$ cat src/rtl/x_trim_cfg_sched.sv
// Frame-boundary configuration scheduler for x_trim: validates host config requests and commits
// them to the aclk_* config outputs only between frames. Optional stats: X_TRIM_CFG_SCHED_STATS_EN.
module x_trim_cfg_sched #(
  parameter int unsigned X_W        = 13,
  parameter int unsigned MAX_X_SIZE = 4096,
  parameter int unsigned MAX_SCALE  = 15
) (
  input  logic           aclk,
  input  logic           aclk_reset,
  input  logic [2:0]     host_pixel_width,
  input  logic           host_x_crop_en,
  input  logic [X_W-1:0] host_x_start,
  input  logic [X_W-1:0] host_x_size,
  input  logic [3:0]     host_x_scale,
  input  logic           host_x_reverse,
  input  logic           host_update_req,
  output logic           host_busy,
  output logic           host_done,
  output logic           host_cfg_error,
  input  logic           snoop_tvalid,
  input  logic           snoop_tready,
  input  logic [3:0]     snoop_tuser,
  output logic           in_frame,
`ifdef X_TRIM_CFG_SCHED_STATS_EN
  output logic [15:0]    stat_frame_cnt,
  output logic [7:0]     stat_drop_cnt,
`endif
  output logic [2:0]     aclk_pixel_width,
  output logic           aclk_x_crop_en,
  output logic [X_W-1:0] aclk_x_start,
  output logic [X_W-1:0] aclk_x_size,
  output logic [X_W-1:0] aclk_x_stop,
  output logic [3:0]     aclk_x_scale,
  output logic           aclk_x_reverse
);

  typedef struct packed {
    logic [2:0]     pixel_width;
    logic           crop_en;
    logic [X_W-1:0] x_start;
    logic [X_W-1:0] x_size;
    logic [3:0]     x_scale;
    logic           x_reverse;
  } cfg_t;

  typedef enum logic [1:0] {StIdle, StCheck, StWaitGap} state_e;

  localparam logic [X_W-1:0] ResetSize    = X_W'(MAX_X_SIZE);
  localparam logic [X_W-1:0] ResetStop    = X_W'(MAX_X_SIZE - 1);
  localparam logic [X_W:0]   MaxXSizeExt  = (X_W + 1)'(MAX_X_SIZE);
  localparam logic [4:0]     MaxScaleExt  = 5'(MAX_SCALE);

  localparam cfg_t ResetCfg = '{
    pixel_width: 3'd1,
    crop_en:     1'b0,
    x_start:     '0,
    x_size:      ResetSize,
    x_scale:     4'd0,
    x_reverse:   1'b0
  };

  state_e         state_q;
  cfg_t           shadow_q;
  cfg_t           active_q;
  logic [X_W-1:0] stop_q;
  logic           done_q;
  logic           err_q;
  logic           in_frame_q, in_frame_d;

  cfg_t           host_cfg;
  logic           beat;
  logic           sof_beat;
  logic           eof_beat;
  logic           gap_ok;
  logic           commit;
  logic           superseded;
  logic           shadow_legal;
  logic           pw_ok;
  logic [X_W:0]   roi_end;
  logic [X_W-1:0] shadow_stop;
  logic           unused_tuser;

  assign unused_tuser = ^snoop_tuser[3:2];

  assign host_cfg = '{
    pixel_width: host_pixel_width,
    crop_en:     host_x_crop_en,
    x_start:     host_x_start,
    x_size:      host_x_size,
    x_scale:     host_x_scale,
    x_reverse:   host_x_reverse
  };

  assign beat     = snoop_tvalid & snoop_tready;
  assign sof_beat = beat & snoop_tuser[0];
  assign eof_beat = beat & snoop_tuser[1];

  // A presented-but-unaccepted SOF already belongs to the next frame, so it blocks the commit.
  assign gap_ok     = ~in_frame_q & ~(snoop_tvalid & snoop_tuser[0]);
  assign commit     = (state_q == StWaitGap) & gap_ok;
  assign superseded = host_update_req & (state_q != StIdle) & ~commit;

  always_comb begin
    roi_end      = {1'b0, shadow_q.x_start} + {1'b0, shadow_q.x_size};
    pw_ok        = (shadow_q.pixel_width == 3'd1) || (shadow_q.pixel_width == 3'd2) ||
                   (shadow_q.pixel_width == 3'd4);
    shadow_legal = pw_ok && (shadow_q.x_size != '0) &&
                   ({1'b0, shadow_q.x_scale} <= MaxScaleExt) &&
                   (!shadow_q.crop_en || (roi_end <= MaxXSizeExt));
    shadow_stop  = shadow_q.x_start + shadow_q.x_size - X_W'(1);
  end

  always_comb begin
    in_frame_d = in_frame_q;
    if (eof_beat) begin
      in_frame_d = 1'b0;
    end else if (sof_beat) begin
      in_frame_d = 1'b1;
    end
  end

  always_ff @(posedge aclk) begin
    if (aclk_reset) begin
      in_frame_q <= 1'b0;
    end else begin
      in_frame_q <= in_frame_d;
    end
  end

  always_ff @(posedge aclk) begin
    if (aclk_reset) begin
      state_q  <= StIdle;
      shadow_q <= ResetCfg;
      active_q <= ResetCfg;
      stop_q   <= ResetStop;
      done_q   <= 1'b0;
      err_q    <= 1'b0;
    end else begin
      done_q <= 1'b0;
      case (state_q)
        StIdle: begin
          if (host_update_req) begin
            shadow_q <= host_cfg;
            err_q    <= 1'b0;
            state_q  <= StCheck;
          end
        end
        StCheck: begin
          if (host_update_req) begin
            shadow_q <= host_cfg;
            err_q    <= 1'b0;
          end else if (shadow_legal) begin
            state_q <= StWaitGap;
          end else begin
            err_q   <= 1'b1;
            state_q <= StIdle;
          end
        end
        StWaitGap: begin
          if (gap_ok) begin
            active_q <= shadow_q;
            stop_q   <= shadow_stop;
            done_q   <= 1'b1;
          end
          // A coincident request still lets the current commit finish.
          if (host_update_req) begin
            shadow_q <= host_cfg;
            err_q    <= 1'b0;
            state_q  <= StCheck;
          end else if (gap_ok) begin
            state_q <= StIdle;
          end
        end
        default: state_q <= StIdle;
      endcase
    end
  end

`ifdef X_TRIM_CFG_SCHED_STATS_EN
  logic [15:0] frame_cnt_q;
  logic [7:0]  drop_cnt_q;

  always_ff @(posedge aclk) begin
    if (aclk_reset) begin
      frame_cnt_q <= '0;
      drop_cnt_q  <= '0;
    end else begin
      if (eof_beat) begin
        frame_cnt_q <= frame_cnt_q + 16'd1;
      end
      if (superseded && (drop_cnt_q != 8'hFF)) begin
        drop_cnt_q <= drop_cnt_q + 8'd1;
      end
    end
  end

  assign stat_frame_cnt = frame_cnt_q;
  assign stat_drop_cnt  = drop_cnt_q;
`else
  logic unused_superseded;
  assign unused_superseded = superseded;
`endif

  assign host_busy        = (state_q != StIdle);
  assign host_done        = done_q;
  assign host_cfg_error   = err_q;
  assign in_frame         = in_frame_q;
  assign aclk_pixel_width = active_q.pixel_width;
  assign aclk_x_crop_en   = active_q.crop_en;
  assign aclk_x_start     = active_q.x_start;
  assign aclk_x_size      = active_q.x_size;
  assign aclk_x_stop      = stop_q;
  assign aclk_x_scale     = active_q.x_scale;
  assign aclk_x_reverse   = active_q.x_reverse;

endmodule

$ cat config.mk
export PLATFORM = sky130hd
export DESIGN_NAME = x_trim_cfg_sched
export DESIGN_NICKNAME = d
export VERILOG_FILES = /design/src/rtl/x_trim_cfg_sched.sv
export SDC_FILE = /design/constraint.sdc
export NUM_CORES = 1
export LEC_CHECK = 0
export ABC_AREA = 1
export CAP_MARGIN = 10
export CORE_MARGIN = 1
export CORE_UTILIZATION = 48
export CTS_BUF_LIST = sky130_fd_sc_hd__clkbuf_2
export CTS_CLUSTER_SIZE = 10
export DETAILED_ROUTE_END_ITERATION = 8
export HOLD_SLACK_MARGIN = 0.06
export PLACE_DENSITY = 0.85
export SYNTH_ARGS = -nofsm -noshare
export SYNTH_HDL_FRONTEND = slang
export SYNTH_SLANG_ARGS = --single-unit
$ cat constraint.sdc
create_clock -name aclk -period 2.1 [get_ports aclk]
set_input_delay 0.21 -clock aclk [delete_from_list [all_inputs] [get_ports aclk]]
set_output_delay 0.21 -clock aclk [all_outputs]
set_load 0.1 [all_outputs]
==> results_tabular.tex <==
\begin{tabular}{lr}
\hline
Metric & Value \\
\hline
\multicolumn{2}{l}{\textbf{Status}} \\
Status & finished with violations \\
Violations in the final reports & negative setup slack \\
\multicolumn{2}{l}{\textbf{Die}} \\
Area of the die & slightly below 10000 µm² \\
Placeable core area & 9196 µm² \\
I/O pins & 96 \\
Starting density of the core & 49.50\% \\
Horizontal extent of the die & 99.38 µm \\
Row cnt & 35 \\
Chip height & 99.38 µm \\
\multicolumn{2}{l}{\textbf{Setup path}} \\
Critical path required time & around 2.6 ns \\
Crit path buffers/inverters & 0 \\
Delay contributed by the slowest stage of the critical path & 0.41 ns \\
Worst setup SP type & flop \\
Reg-to-reg startpoint & shadow\_q[5]\$\_SDFFE\_PP0P\_ \\
Kind of cell adding the most delay to the critical path & simple AND/OR/NAND/NOR gates \\
Start-to-end type of the worst setup path & reg -> reg \\
Setup slack of the worst register-to-register path & -0.11 ns \\
Critical Path Source & shadow\_q[5]\$\_SDFFE\_PP0P\_ \\
Crit path max-delay cell type & dfxtp\_2 \\
Maximum fanout encountered on the critical timing path & 3 \\
Cells along the critical path & ha\_4 -> fa\_2 -> nand3\_2 -> nand3\_2 -> nand2\_1 -> nand2\_1 -> nand2\_1 -> nand4\_1 -> nor2\_2 -> nand3\_1 -> nand3\_2 -> nand4\_1 -> a21oi\_1 \\
Arrival @ worst endpoint & $\sim$2.7 ns \\
Nature of the critical path endpoint & flop \\
\multicolumn{2}{l}{\textbf{Power and ir drop}} \\
Power density cells & $\sim$660 nW/µm² \\
Static power due to leakage & 3.039 nW \\
Maximum vdd ir drop & 0.4300 mV \\
\multicolumn{2}{l}{\textbf{Synth}} \\
Synth Area in Adders & 10.78\% \\
Portion of the post-synthesis area used by sequential elements & 38.70\% \\
Main combinational cell family by area after synthesis & compound AO/OA/AOI/OAI gates \\
Xor-xnor portion of the synthesized cell area & 0.9621\% \\
Synth warnings & 0 \\
Flip-flop and latch count after synthesis & 88 \\
Synth Net Count & slightly above 700 \\
Post-Synthesis Cell Area & 4552 µm² \\
Distinct cell type count after synthesis & 34 \\
Count of mapped cells out of synthesis & 632 \\
Simple-Gate Fraction of Synth Area & 19.54\% \\
Compound-Gate Fraction of Synth Area & 20.29\% \\
Multiplexer area fraction after synthesis & 0\% \\
Avg Inst Size Synth & slightly above 7 µm² \\
\multicolumn{2}{l}{\textbf{Global route}} \\
Via count of the first global-routing pass & 4471 \\
Antenna violations before repair & 0 \\
Grt ovf & 0 \\
Maximum number of pins on one net before global-route repair & 73 \\
Global routing usage summed across all routing layers & 25.84\% \\
First-pass GRT wire length & 20510 µm \\
\multicolumn{2}{l}{\textbf{Final layout}} \\
Final cell utilization of the core & between 70\% and 80\% \\
Count of placed standard cells in the final layout, fillers left out & between 900 and 1000 \\
Leading cell type in the layout, fill and taps excluded & buf\_4 \\
Fraction of layout instances using a drive strength above 1 & a little under a third \\
Number of antenna cells inserted & 0 \\
Net total in the final layout & 876 \\
Top library cells by usage in the layout, fill and taps aside & 131 x buf\_4, 86 x nand2\_1, 75 x a21oi\_1, 73 x o21ai\_0, 70 x inv\_1 \\
Area added between synthesis and finish & 44.56\% \\
\multicolumn{2}{l}{\textbf{STA}} \\
Final clock period utilization by the worst path & 105.4\% \\
Achievable clock frequency & 451.8 MHz \\
Fin. Hold Viols & 0 \\
Setup Skew & around 0.038 ns \\
Worst-case setup margin in the final layout & -0.1136 ns \\
Post-layout minimum cycle time & roughly 2.2 ns \\
Headroom to the max-slew limit & between 60 and 70\% \\
Slew of the pin with the lowest slew margin & 0.4956 ns \\
Number of failing setup endpoints in the final timing report & 4 \\
RSZ-0062 raised after global routing & yes \\
Max Slew Vio Count & 0 \\
Post-route worst hold slack & 0.1872 ns \\
\multicolumn{2}{l}{\textbf{Route}} \\
Count of vias placed by the detailed router & about 4800 \\
Routed wire length per instance & 14.26 µm \\
Number of routed nets with antenna violations & 0 \\
Vias/cell & 5.229 \\
Detailed Route Iter0 Violations & between 200 and 300 \\
Wire length after detailed routing & about 13000 µm \\
Detailed Routing Iterations Pass 1 & 5 \\
Post-detailed-route DRC marker count & 0 \\
\multicolumn{2}{l}{\textbf{Clock tree}} \\
Register clock-pin slew on the reported worst setup and hold paths & about 0.28 ns \\
CTS tree & built \\
Clock network latency to the later pin of the worst-skew pair & 0.57 ns \\
Clock net sink count & 88 \\
Master cell of the clock root buffer & clkbuf\_2 \\
H-tree levels & 3 \\
Clock tree buffer depth & 2 \\
Hold buffer count at CTS & 0 \\
Cts bufs inserted & 9 \\
\multicolumn{2}{l}{\textbf{Placed design}} \\
Post-placement worst setup slack & -0.1730 ns \\
Final estimated routing congestion in global placement & 0.8756 \\
Estimated wirelength of the detail-placed design & about 9100 µm \\
Cell count after placement & 885 \\
Port Buf Inserts & 93 \\
\multicolumn{2}{l}{\textbf{Hold path}} \\
Min-delay worst type & in -> reg \\
Launch instance of the worst min-delay path & host\_x\_size[12] \\
\multicolumn{2}{l}{\textbf{Flow run}} \\
Maxcap violations & 0 \\
\hline
\end{tabular}
path summary, 6_finish.rpt:
| path | end | cells past startpoint |
|---|---|---|
| worst max-delay path | state_q[1]$_SDFFE_PP0P_ | 13 |
| worst min-delay path | shadow_q[17]$_SDFFE_PP1P_ | 3 |
| worst max register to register | state_q[1]$_SDFFE_PP0P_ | 13 |
| worst min register to register | shadow_q[1]$_SDFFE_PP0P_ | 2 |
registers in the layout, summed over array words and instances (netlist names):
| register | flops |
|---|---|
| aclk_x_stop | 13 |
| aclk_pixel_width | 3 |
| aclk_x_reverse | 1 |
| aclk_x_size | 13 |
| state_q | 2 |
| aclk_x_scale | 4 |
| aclk_x_crop_en | 1 |
| in_frame | 1 |
| aclk_x_start | 13 |
| host_cfg_error | 1 |
| shadow_q | 35 |
| host_done | 1 |
area by class of cell:
type                            count  area (µm²)
Multi-Input combinational cell    429        2709
Fill cell                         675        2616
Sequential cell                    88        1789
Timing Repair Buffer              177        1476
Inverter                           89       334.1
Tap cell                          111       138.9
Clock inverter                      7       87.58
Clock buffer                        9       45.04
power by group:
part	internal (W)	switching [W]	leakage, nW
Clock	0.000300	0.000649	0.0776
Combinational	0.000705	0.000882	2.24
Sequential	0.00175	0.0000433	0.726
cells in the mapped netlist:
| library cell | instances | area [µm²] |
|---|---|---|
| a21oi_1 | 80 | 400.4 |
| xor2_1 | 2 | 17.52 |
| dfxtp_1 | 88 | 1762 |
| clkbuf_1 | 24 | 90.09 |
| nor4_1 | 2 | 12.51 |
| nand3b_1 | 1 | 7.510 |
| o31ai_1 | 3 | 22.52 |
| nand3_1 | 20 | 100.1 |
| inv_2 | 1 | 3.750 |
| or2_2 | 1 | 6.260 |
| nand3_2 | 4 | 40.04 |
| xnor2_1 | 3 | 26.28 |
| ha_1 | 36 | 450.4 |
| buf_6 | 1 | 11.26 |
| inv_1 | 87 | 326.6 |
| a21oi_2 | 1 | 8.760 |
| o211ai_1 | 2 | 15.01 |
| nor2_1 | 71 | 266.5 |
| a21boi_0 | 1 | 7.510 |
| o21bai_1 | 2 | 15.01 |
| a21o_1 | 1 | 7.510 |
| a211oi_1 | 1 | 7.510 |
| a31oi_1 | 1 | 6.260 |
| nand2_2 | 4 | 25.02 |
| nor3_1 | 6 | 30.03 |
| nand4_1 | 9 | 56.30 |
| nand2_1 | 92 | 345.3 |
| a221o_1 | 1 | 10.01 |
| fa_1 | 2 | 40.04 |
| clkinv_1 | 1 | 3.750 |
| o21ai_1 | 1 | 5.000 |
| buf_4 | 1 | 7.510 |
| o2111ai_1 | 2 | 17.52 |
| o21ai_0 | 80 | 400.4 |
per-stage QoR:
step                TNS, ns  total power (W)  instance area, µm²
finish              -0.2982         0.004330                6580
global route         -1.195         0.004562                6580
CTS                 -0.1470         0.004133                6357
detailed placement  -0.7818         0.003069                6000
global placement    -0.2794         0.003036                6000
floorplan                 0         0.002555                4568
metal layers:
layer | up-vias | GRT usage, % | wire (µm)
li1 | 2395 | - | -
met1 | 2177 | 33.67 | 5700
met2 | 153 | 43.16 | 6292
met3 | 33 | 4.357 | 652
met4 | 0 | 9.276 | 332
met5 | - | 0 | 0
worst register-to-register path, stage by stage (launching register included):
cell and delay [ns]:
dfxtp_2 0.41, ha_4 0.17, fa_2 0.41, nand3_2 0.10, nand3_2 0.10, nand2_1 0.10
nand2_1 0.06, nand2_1 0.07, nand4_1 0.12, nor2_2 0.15, nand3_1 0.11, nand3_2 0.09
nand4_1 0.11, a21oi_1 0.15
logic make-up (layout without fill, tap and decap cells):
group,Yosys count,count (layout)
fa+ha+maj,38,38
buf+inv,115,282
xor+xnor,5,5
compound gates,176,176
simple gates,210,210
flops,88,88
what timing repair did:
action                                 in CTS  in global routing
setup buffers                               4                  5
resized for setup                          52                 50
endpoints found under the hold margin       0                  0
pin swaps                                  14                 14
setup endpoints to repair                  10                 10
(Power assumes the default switching activity.)
